### src/rtl/router_pkt_tx.sv
// Router packet source: buffers a whole payload, then sends header, payload and parity bytes, stalling while busy is high.
// Optional ROUTER_TX_PARITY_INJ_EN adds inj_err, which flips parity bit 0 of the packet it was sampled with.
module router_pkt_tx #(
  parameter int MAX_LEN    = 63,
  parameter int GAP_CYCLES = 2
) (
  input  logic       clock,
  input  logic       resetn,
  input  logic       req_valid,
  output logic       req_ready,
  input  logic [1:0] req_addr,
  input  logic [5:0] req_len,
`ifdef ROUTER_TX_PARITY_INJ_EN
  input  logic       inj_err,
`endif
  input  logic       pl_valid,
  output logic       pl_ready,
  input  logic [7:0] pl_data,
  input  logic       busy,
  output logic       pkt_valid,
  output logic [7:0] data_out,
  output logic       done,
  output logic       err
);

  typedef enum logic [2:0] {IDLE, LOAD, HEADER, PAYLOAD, PARITY, GAP} state_t;

  localparam logic [6:0] MAX_LEN_W = 7'(MAX_LEN);
  localparam logic [3:0] GAP_LAST  = (GAP_CYCLES > 0) ? 4'(GAP_CYCLES - 1) : 4'd0;

  state_t     state_reg, state_next;
  logic [7:0] header_reg, header_next;
  logic [7:0] parity_reg, parity_next;
  logic [5:0] len_reg, len_next;
  logic [5:0] wr_cnt_reg, wr_cnt_next;
  logic [5:0] rd_cnt_reg, rd_cnt_next;
  logic [3:0] gap_cnt_reg, gap_cnt_next;
  logic       pkt_valid_reg, pkt_valid_next;
  logic [7:0] data_out_reg, data_out_next;
  logic       done_reg, done_next;
  logic       err_reg, err_next;

  logic [7:0] buf_mem [0:63];
  logic       buf_we;
  logic [5:0] rd_addr;
  logic [7:0] buf_rd;
  logic       req_legal;
  logic       req_accept;
  logic       parity_flip;

  assign req_ready  = (state_reg == IDLE);
  assign pl_ready   = (state_reg == LOAD);
  assign pkt_valid  = pkt_valid_reg;
  assign data_out   = data_out_reg;
  assign done       = done_reg;
  assign err        = err_reg;
  assign req_legal  = (req_addr != 2'b11) && (req_len != 6'd0) && ({1'b0, req_len} <= MAX_LEN_W);
  assign req_accept = (state_reg == IDLE) && req_valid && req_legal;

`ifdef ROUTER_TX_PARITY_INJ_EN
  logic inj_reg;
  always_ff @(posedge clock or negedge resetn) begin
    if (!resetn)         inj_reg <= 1'b0;
    else if (req_accept) inj_reg <= inj_err;
  end
  assign parity_flip = inj_reg;
`else
  assign parity_flip = 1'b0;
`endif

  // Payload buffer is deliberately not reset; its read is captured by data_out_reg.
  always_ff @(posedge clock) begin
    if (buf_we) buf_mem[wr_cnt_reg] <= pl_data;
  end
  assign rd_addr = (state_reg == PAYLOAD) ? rd_cnt_reg + 6'd1 : 6'd0;
  assign buf_rd  = buf_mem[rd_addr];

  always_ff @(posedge clock or negedge resetn) begin
    if (!resetn) begin
      state_reg     <= IDLE;
      header_reg    <= 8'h00;
      parity_reg    <= 8'h00;
      len_reg       <= 6'd0;
      wr_cnt_reg    <= 6'd0;
      rd_cnt_reg    <= 6'd0;
      gap_cnt_reg   <= 4'd0;
      pkt_valid_reg <= 1'b0;
      data_out_reg  <= 8'h00;
      done_reg      <= 1'b0;
      err_reg       <= 1'b0;
    end else begin
      state_reg     <= state_next;
      header_reg    <= header_next;
      parity_reg    <= parity_next;
      len_reg       <= len_next;
      wr_cnt_reg    <= wr_cnt_next;
      rd_cnt_reg    <= rd_cnt_next;
      gap_cnt_reg   <= gap_cnt_next;
      pkt_valid_reg <= pkt_valid_next;
      data_out_reg  <= data_out_next;
      done_reg      <= done_next;
      err_reg       <= err_next;
    end
  end

  // Outputs are loaded on the edge that enters a state, so they line up with that state.
  always_comb begin
    state_next     = state_reg;
    header_next    = header_reg;
    parity_next    = parity_reg;
    len_next       = len_reg;
    wr_cnt_next    = wr_cnt_reg;
    rd_cnt_next    = rd_cnt_reg;
    gap_cnt_next   = gap_cnt_reg;
    pkt_valid_next = pkt_valid_reg;
    data_out_next  = data_out_reg;
    done_next      = 1'b0;
    err_next       = 1'b0;
    buf_we         = 1'b0;
    case (state_reg)
      IDLE: begin
        if (req_valid) begin
          if (req_legal) begin
            header_next = {req_len, req_addr};
            parity_next = {req_len, req_addr};
            len_next    = req_len;
            wr_cnt_next = 6'd0;
            state_next  = LOAD;
          end else begin
            err_next = 1'b1;
          end
        end
      end
      LOAD: begin
        if (pl_valid) begin
          buf_we      = 1'b1;
          parity_next = parity_reg ^ pl_data;
          if (wr_cnt_reg == len_reg - 6'd1) begin
            state_next     = HEADER;
            pkt_valid_next = 1'b1;
            data_out_next  = header_reg;
          end else begin
            wr_cnt_next = wr_cnt_reg + 6'd1;
          end
        end
      end
      HEADER: begin
        if (!busy) begin
          state_next    = PAYLOAD;
          rd_cnt_next   = 6'd0;
          data_out_next = buf_rd;
        end
      end
      PAYLOAD: begin
        if (!busy) begin
          if (rd_cnt_reg == len_reg - 6'd1) begin
            state_next     = PARITY;
            pkt_valid_next = 1'b0;
            data_out_next  = parity_reg ^ {7'd0, parity_flip};
          end else begin
            rd_cnt_next   = rd_cnt_reg + 6'd1;
            data_out_next = buf_rd;
          end
        end
      end
      PARITY: begin
        if (!busy) begin
          done_next     = 1'b1;
          data_out_next = 8'h00;
          gap_cnt_next  = 4'd0;
          state_next    = (GAP_CYCLES == 0) ? IDLE : GAP;
        end
      end
      GAP: begin
        if (gap_cnt_reg == GAP_LAST) state_next = IDLE;
        else                         gap_cnt_next = gap_cnt_reg + 4'd1;
      end
      default: state_next = IDLE;
    endcase
  end

endmodule

### config.mk
export PLATFORM = sky130hd
export DESIGN_NAME = router_pkt_tx
export DESIGN_NICKNAME = d
export VERILOG_FILES = /design/src/rtl/router_pkt_tx.sv
export SDC_FILE = /design/constraint.sdc
export NUM_CORES = 1
export LEC_CHECK = 0
export CAP_MARGIN = 40
export CORE_UTILIZATION = 35
export DETAILED_ROUTE_END_ITERATION = 7
export PLACE_DENSITY = 0.57
export RECOVER_POWER = 50
export SKIP_CTS_REPAIR_TIMING = 1
export SLEW_MARGIN = 20
export SYNTH_ARGS = -nofsm -noshare
export SYNTH_HDL_FRONTEND = slang
export SYNTH_SLANG_ARGS = --single-unit
### constraint.sdc
create_clock -name clock -period 8.15 [get_ports clock]
set_clock_uncertainty 0.05 [all_clocks]
set_input_delay 1.63 -clock clock [delete_from_list [all_inputs] [get_ports clock]]
set_output_delay 1.63 -clock clock [all_outputs]
set_load 0.1 [all_outputs]
==> results of run 1 <==
## logic make-up (layout without fill, tap and decap cells)
group / after synthesis / count (layout) / synth area share (%)
flops: 558 / 558 / 72.0
xor+xnor: 23 / 23 / 1.23
fa+ha+maj: 5 / 5 / 0.272
compound gates: 314 / 314 / 9.46
simple gates: 349 / 349 / 7.01
mux: 132 / 132 / 7.71
buf+inv: 107 / 207 / 2.36
## path summary, 6_finish.rpt
check                                               start                    endpoint  slack (ps)  cells past startpoint
worst min-delay path            header_reg[0]$_DFFE_PN0P_   header_reg[0]$_DFFE_PN0P_         440                      2
min in group asynchronous                          resetn  gap_cnt_reg[3]$_DFFE_PN0P_        1230                      1
worst max register to register  rd_cnt_reg[0]$_DFFE_PN0P_     data_out[2]$_DFFE_PN0P_        3750                      7
worst max-delay path             state_reg[0]$_DFFE_PN0P_                    pl_ready        3600                      5
max in group asynchronous                          resetn   parity_reg[2]$_DFFE_PN0P_        4910                      2
worst min register to register  header_reg[0]$_DFFE_PN0P_   header_reg[0]$_DFFE_PN0P_         440                      2
## worst register-to-register path: stages, from the launching register on
cell and delay, ps:
dfrtp_2 730, clkinv_2 760, buf_4 600, mux4_2 600, a211oi_1 450, nor3b_1 190, nor4_1 780, o21ai_1 110
## cell usage in the layout (no fill, tap or decap), drive strengths merged, types with 21 or more instances in the layout
master	instances
edfxtp	512
nand2	145
nor2	102
mux2i	91
clkbuf	78
a21oi	76
buf	52
o22ai	50
dfrtp	46
o21ai	45
mux4	35
nand3	24
a211oi	23
clkinv	23
clkdlybuf4s50	22
a221o	21
## cell usage after synthesis, types with 5 or more instances
library cell | n | area share, %
inv_1 | 11 | 0.18
a221o_1 | 21 | 0.92
a32o_1 | 7 | 0.31
nand2_1 | 145 | 2.4
buf_6 | 8 | 0.39
a211oi_1 | 22 | 0.72
mux2i_1 | 91 | 4.0
nor3_1 | 9 | 0.20
a2111oi_0 | 13 | 0.50
xnor2_1 | 9 | 0.34
nor2b_1 | 7 | 0.19
or3_1 | 5 | 0.14
o21ai_1 | 17 | 0.37
a221oi_1 | 17 | 0.65
buf_2 | 31 | 0.68
xor2_1 | 8 | 0.31
ha_1 | 5 | 0.27
nor2_1 | 101 | 1.7
a32oi_1 | 6 | 0.23
a21oi_1 | 73 | 1.6
o21ai_0 | 27 | 0.59
a31oi_1 | 15 | 0.41
nand3_1 | 23 | 0.50
o31ai_1 | 5 | 0.16
nor3b_1 | 8 | 0.26
nand2b_1 | 11 | 0.30
and3_1 | 5 | 0.14
o32a_1 | 7 | 0.31
mux2_2 | 6 | 0.29
edfxtp_1 | 512 | 67
mux4_2 | 34 | 3.3
clkbuf_1 | 41 | 0.67
o22ai_1 | 50 | 1.4
dfrtp_1 | 46 | 5.0
nor4_1 | 8 | 0.22
buf_4 | 11 | 0.36
## per-layer routing
layer | GRT usage, % | share of wire [%]
met5 | 0 | 0
met1 | 25.4 | 45
met4 | 6.61 | 3.3
met3 | 2.66 | 6.8
met2 | 26.9 | 45
## through the flow
step                total power (W)  util [%]  std cells
finish                      0.00950      40.8       2443
global placement            0.00648      37.2       2306
floorplan                   0.00559         -       1488
CTS                         0.00949      40.8       2434
global route                0.00985      40.8       2443
detailed placement          0.00663      37.6       2329
## final cells by class
class                      count  area, um^2
clock inverter                41         589
clock buffer                  64        1470
tap                          855        1070
inverter                      12        46.3
timing repair buffer          90         793
multi-input combinational    823        5930
fill                        5911       38300
sequential                   558       16500
## power breakdown
group / switching [W] / total [W] / leakage, nW / internal [W]
Sequential: 0.000171 / 0.00343 / 5.17 / 0.00326
Combinational: 0.00209 / 0.00320 / 2.30 / 0.00111
Clock: 0.00112 / 0.00287 / 1.00 / 0.00175
Total: 0.00338 / 0.00950 / 8.47 / 0.00612
==> metrics.txt, run 1 <==
outcome=finished with violations; failing checks=max-capacitance violations, max-slew violations; RSZ-0062 raised after global routing=false; Setup WS pre-CTS=approximately 3700 ps; largest net degree at the start of global routing=67; worst hold slack=between 400 and 500 ps; CTS H-tree lvls=2; die area=~0.067 mm^2; Placed Area=0.0243 mm^2; Final Hold Fails=0; via density per instance=about 5.5; Critical Setup Path Class=reg -> out; hpwl dp=roughly 35,000 um; Skew-Pair Late Insertion Delay=slightly above 600 ps; Final setup viols=0; Clock Path Buffers=3; CTS tree=yes; number of synthesized flops with an enable pin=512; Hold Path Class=reg -> reg; port buffer count=33; synthesis warning total=0; Congestion Overflow GR=0; Final Wtd Congestion=between 0.8 and 0.9; WL/cell=about 24 um; PwrDens=359 mW/mm^2; Post-layout nets=1,568; DRT iter0 DRCs=around 1,400; Final min period=around 4500 ps; post-synth design cell area=0.0230 mm^2; vias in the first global route=approximately 13,000; predominant post-synthesis flop cell=edfxtp_1; Inserted Diodes=0; layout cell share with drive strength beyond 1=12.8%; GRT Total Usage=between 10% and 20%; Initial Utilization=roughly 35%; Finished Cell Area=0.0264 mm^2; CP endpoint kind=output pin; first-pass GRT wire length=between 80,000 and 90,000 um; crit share post-route=55.8%; TNS Setup=0 ps; Clock Sinks=~560; Ports=34; Final Max Tran Viols=around 450; Top delay family on crit path=buffers and inverters; fin worst setup slack=around 3600 ps; Critical Path AT=roughly 2900 ps; Num CTS Buffers=57; Critical Path, Cell by Cell=inv_1, nor3_2, buf_4, clkdlybuf4s50_1, buf_8; Synth cell types=80; syn nets=between 1,500 and 2,000; Peak VDD IR=~170 uV; fraction of registers with async set/reset=under 10%; CP bufs+invs=4; sequential fraction of the synthesis area=between 70% and 80%; drc violations=0; Mapped Cells=1,488; # rows=slightly above 90; Die Wd=258 um; startpoint types=flip-flop; Root Driver=clkbuf_16; slowest cell on the critical path=dfrtp_1; 1st-pass router iterations=5; Core Box Area=about 0.065 mm^2; relative slew slack=-141%; initial antenna violation count=0; syn_area_per_cell=15.4 um^2; vias post-DR=around 14,000; Critical Path RT=around 6500 ps; number of synthesized register bits=about 560; Reg clk slew, reported paths=~60 ps; routed wire length=slightly below 60,000 um; Largest stage delay, worst path=730 ps; layout overhead on the synthesized area=15.1%; maxcap violations=8; Crit Path Max Fanout=29; die height=~260 um; Peak Freq=between 200 and 250 MHz; leakage=around 8.5 nW; final antenna-violating net count=0; max FFs per register=approximately 500; Worst Tran Pin Value=3610 ps; largest register by flop count=buf_mem
(Power assumes the default switching activity.)
==> run 2, diff against run 1 <==
Settings changed: PLACE_DENSITY 0.57 to 0.58.
Clock period 8.15 ns to 4 ns, I/O delays scaled along.
==> metrics.txt, run 2 (synthesis gave the netlist of run 1 again) <==
Final min period=3820 ps; Die Wd=approximately 260 um; Ports=34; via density per instance=roughly 5.6; crit path from=state_reg[0]$_DFFE_PN0P_; Initial Utilization=35.5%; final antenna-violating net count=0; Peak Freq=between 200 and 300 MHz; Critical Path RT=roughly 4400 ps; area of the multi-input gates=slightly below 0.006 mm^2; 1st-pass router iterations=5; Final Hold Fails=0; Final Wtd Congestion=0.973; Critical Path AT=between 4000 and 5000 ps; layout overhead on the synthesized area=16.1%; hpwl dp=40,200 um; Storage cell area=~0.017 mm^2; layout cell share with drive strength beyond 1=around 16%; r2r startpoint=state_reg[0]$_DFFE_PN0P_; vias post-DR=between 10,000 and 15,000; CTS tree=yes; DRT iter0 DRCs=between 1,500 and 2,000; worst hold slack=389 ps; TNS Setup=0 ps; CP endpoint kind=flip-flop; RSZ-0062 raised after global routing=false; Critical Setup Path Class=reg -> reg; leakage=about 8.7 nW; relative slew slack=-35.9%; most frequent cells in the layout=edfxtp_1, nand2_1, buf_4; Num CTS Buffers=56; Core Box Area=0.0647 mm^2; Final setup viols=0; PwrDens=704 mW/mm^2; Congestion Overflow GR=0; WL/cell=between 20 and 25 um; Post-layout nets=between 1,500 and 2,000; Total Power=about 0.019 W; Final Max Tran Viols=295; drc violations=0; Hold Path Class=in -> async; commonest non-fill, non-tap cell in the layout=edfxtp_1; die area=0.0666 mm^2; maxcap violations=8; crit share post-route=about 95%; largest register by flop count=buf_mem; max FFs per register=between 500 and 600; Root Driver=clkbuf_16; Peak VDD IR=~470 uV; port buffer count=33; startpoint types=flip-flop; die height=258 um; initial antenna violation count=1; Worst Tran Pin Value=~2000 ps; CTS H-tree lvls=2; routed wire length=just over 60,000 um; final core utilization=approximately 41%; Clock Path Buffers=3; Crit Path Max Fanout=34; # rows=93; fillers=approximately 5,900; Skew-Pair Late Insertion Delay=just over 600 ps; Inserted Diodes=0; vias in the first global route=~13,000; GRT Total Usage=between 10% and 20%; failing checks=max-capacitance violations, max-slew violations; outcome=finished with violations; Clock Sinks=between 500 and 600; first-pass GRT wire length=91,400 um; Reg clk slew, reported paths=60 ps; largest net degree at the start of global routing=45
[run 2: cell types whose count changed in the layout (fill, tap and decap cells not counted), moves of 3 or more]
cell	before	now
clkbuf_1	20	37
buf_1	4	0
clkinv_2	13	10
buf_2	8	0
bufinv_16	14	4
buf_8	15	11
clkinv_1	8	16
buf_4	23	110
[run 2: cell type report]
type / count / area share (%)
Clock inverter: 31 / 0.948
Sequential cell: 558 / 62.0
Tap cell: 855 / 4.01
Multi-Input combinational cell: 823 / 22.2
Timing Repair Buffer: 172 / 5.14
Clock buffer: 69 / 5.52
Inverter: 12 / 0.174
[run 2: worst max-delay path, stage by stage, from the launching register on]
cell      delay [ps]
dfrtp_1          790
and4bb_4         760
buf_12           300
mux2i_1          290
o22ai_1          120
a211oi_1         470
nor3b_1          140
nor4_1           570
o21ai_1          110
[run 2: final timing paths]
check / endpoint / slack [ps] / cells after the start
hold reg to reg: header_reg[0]$_DFFE_PN0P_ / 470 / 2
setup reg to reg: data_out[6]$_DFFE_PN0P_ / 180 / 8
min in group clock: buf_mem[0][0]$_DFFE_PP_ / 430 / 1
setup / recovery: data_out[6]$_DFFE_PN0P_ / 180 / 8
max in group asynchronous: rd_cnt_reg[0]$_DFFE_PN0P_ / 1490 / 2
hold / removal: err$_DFF_PN0_ / 390 / 1
[run 2: report_power, final]
group | internal (W) | switching, W
Sequential | 0.00663 | 0.000348
Combinational | 0.00238 | 0.00439
Clock | 0.00285 | 0.00216
[run 2: routing by layer]
layer  vias up  routed length, um  GRT usage (%)
li1       6142                  -              -
met1      7121              27400           26.8
met2       637              27500           27.5
met3       115               5460           4.47
met4         4               1880           6.23
met5         -                 67          0.570
[run 2: through the flow]
| step | setup slack [ps] | cells | instance area, um^2 |
|---|---|---|---|
| floorplan | 892 | 1488 | 23000 |
| global placement | 356 | 2400 | 24800 |
| detailed placement | 349 | 2417 | 25100 |
| CTS | 343 | 2517 | 26800 |
| global route | 65.2 | 2520 | 26700 |
| finish | 180 | 2520 | 26700 |
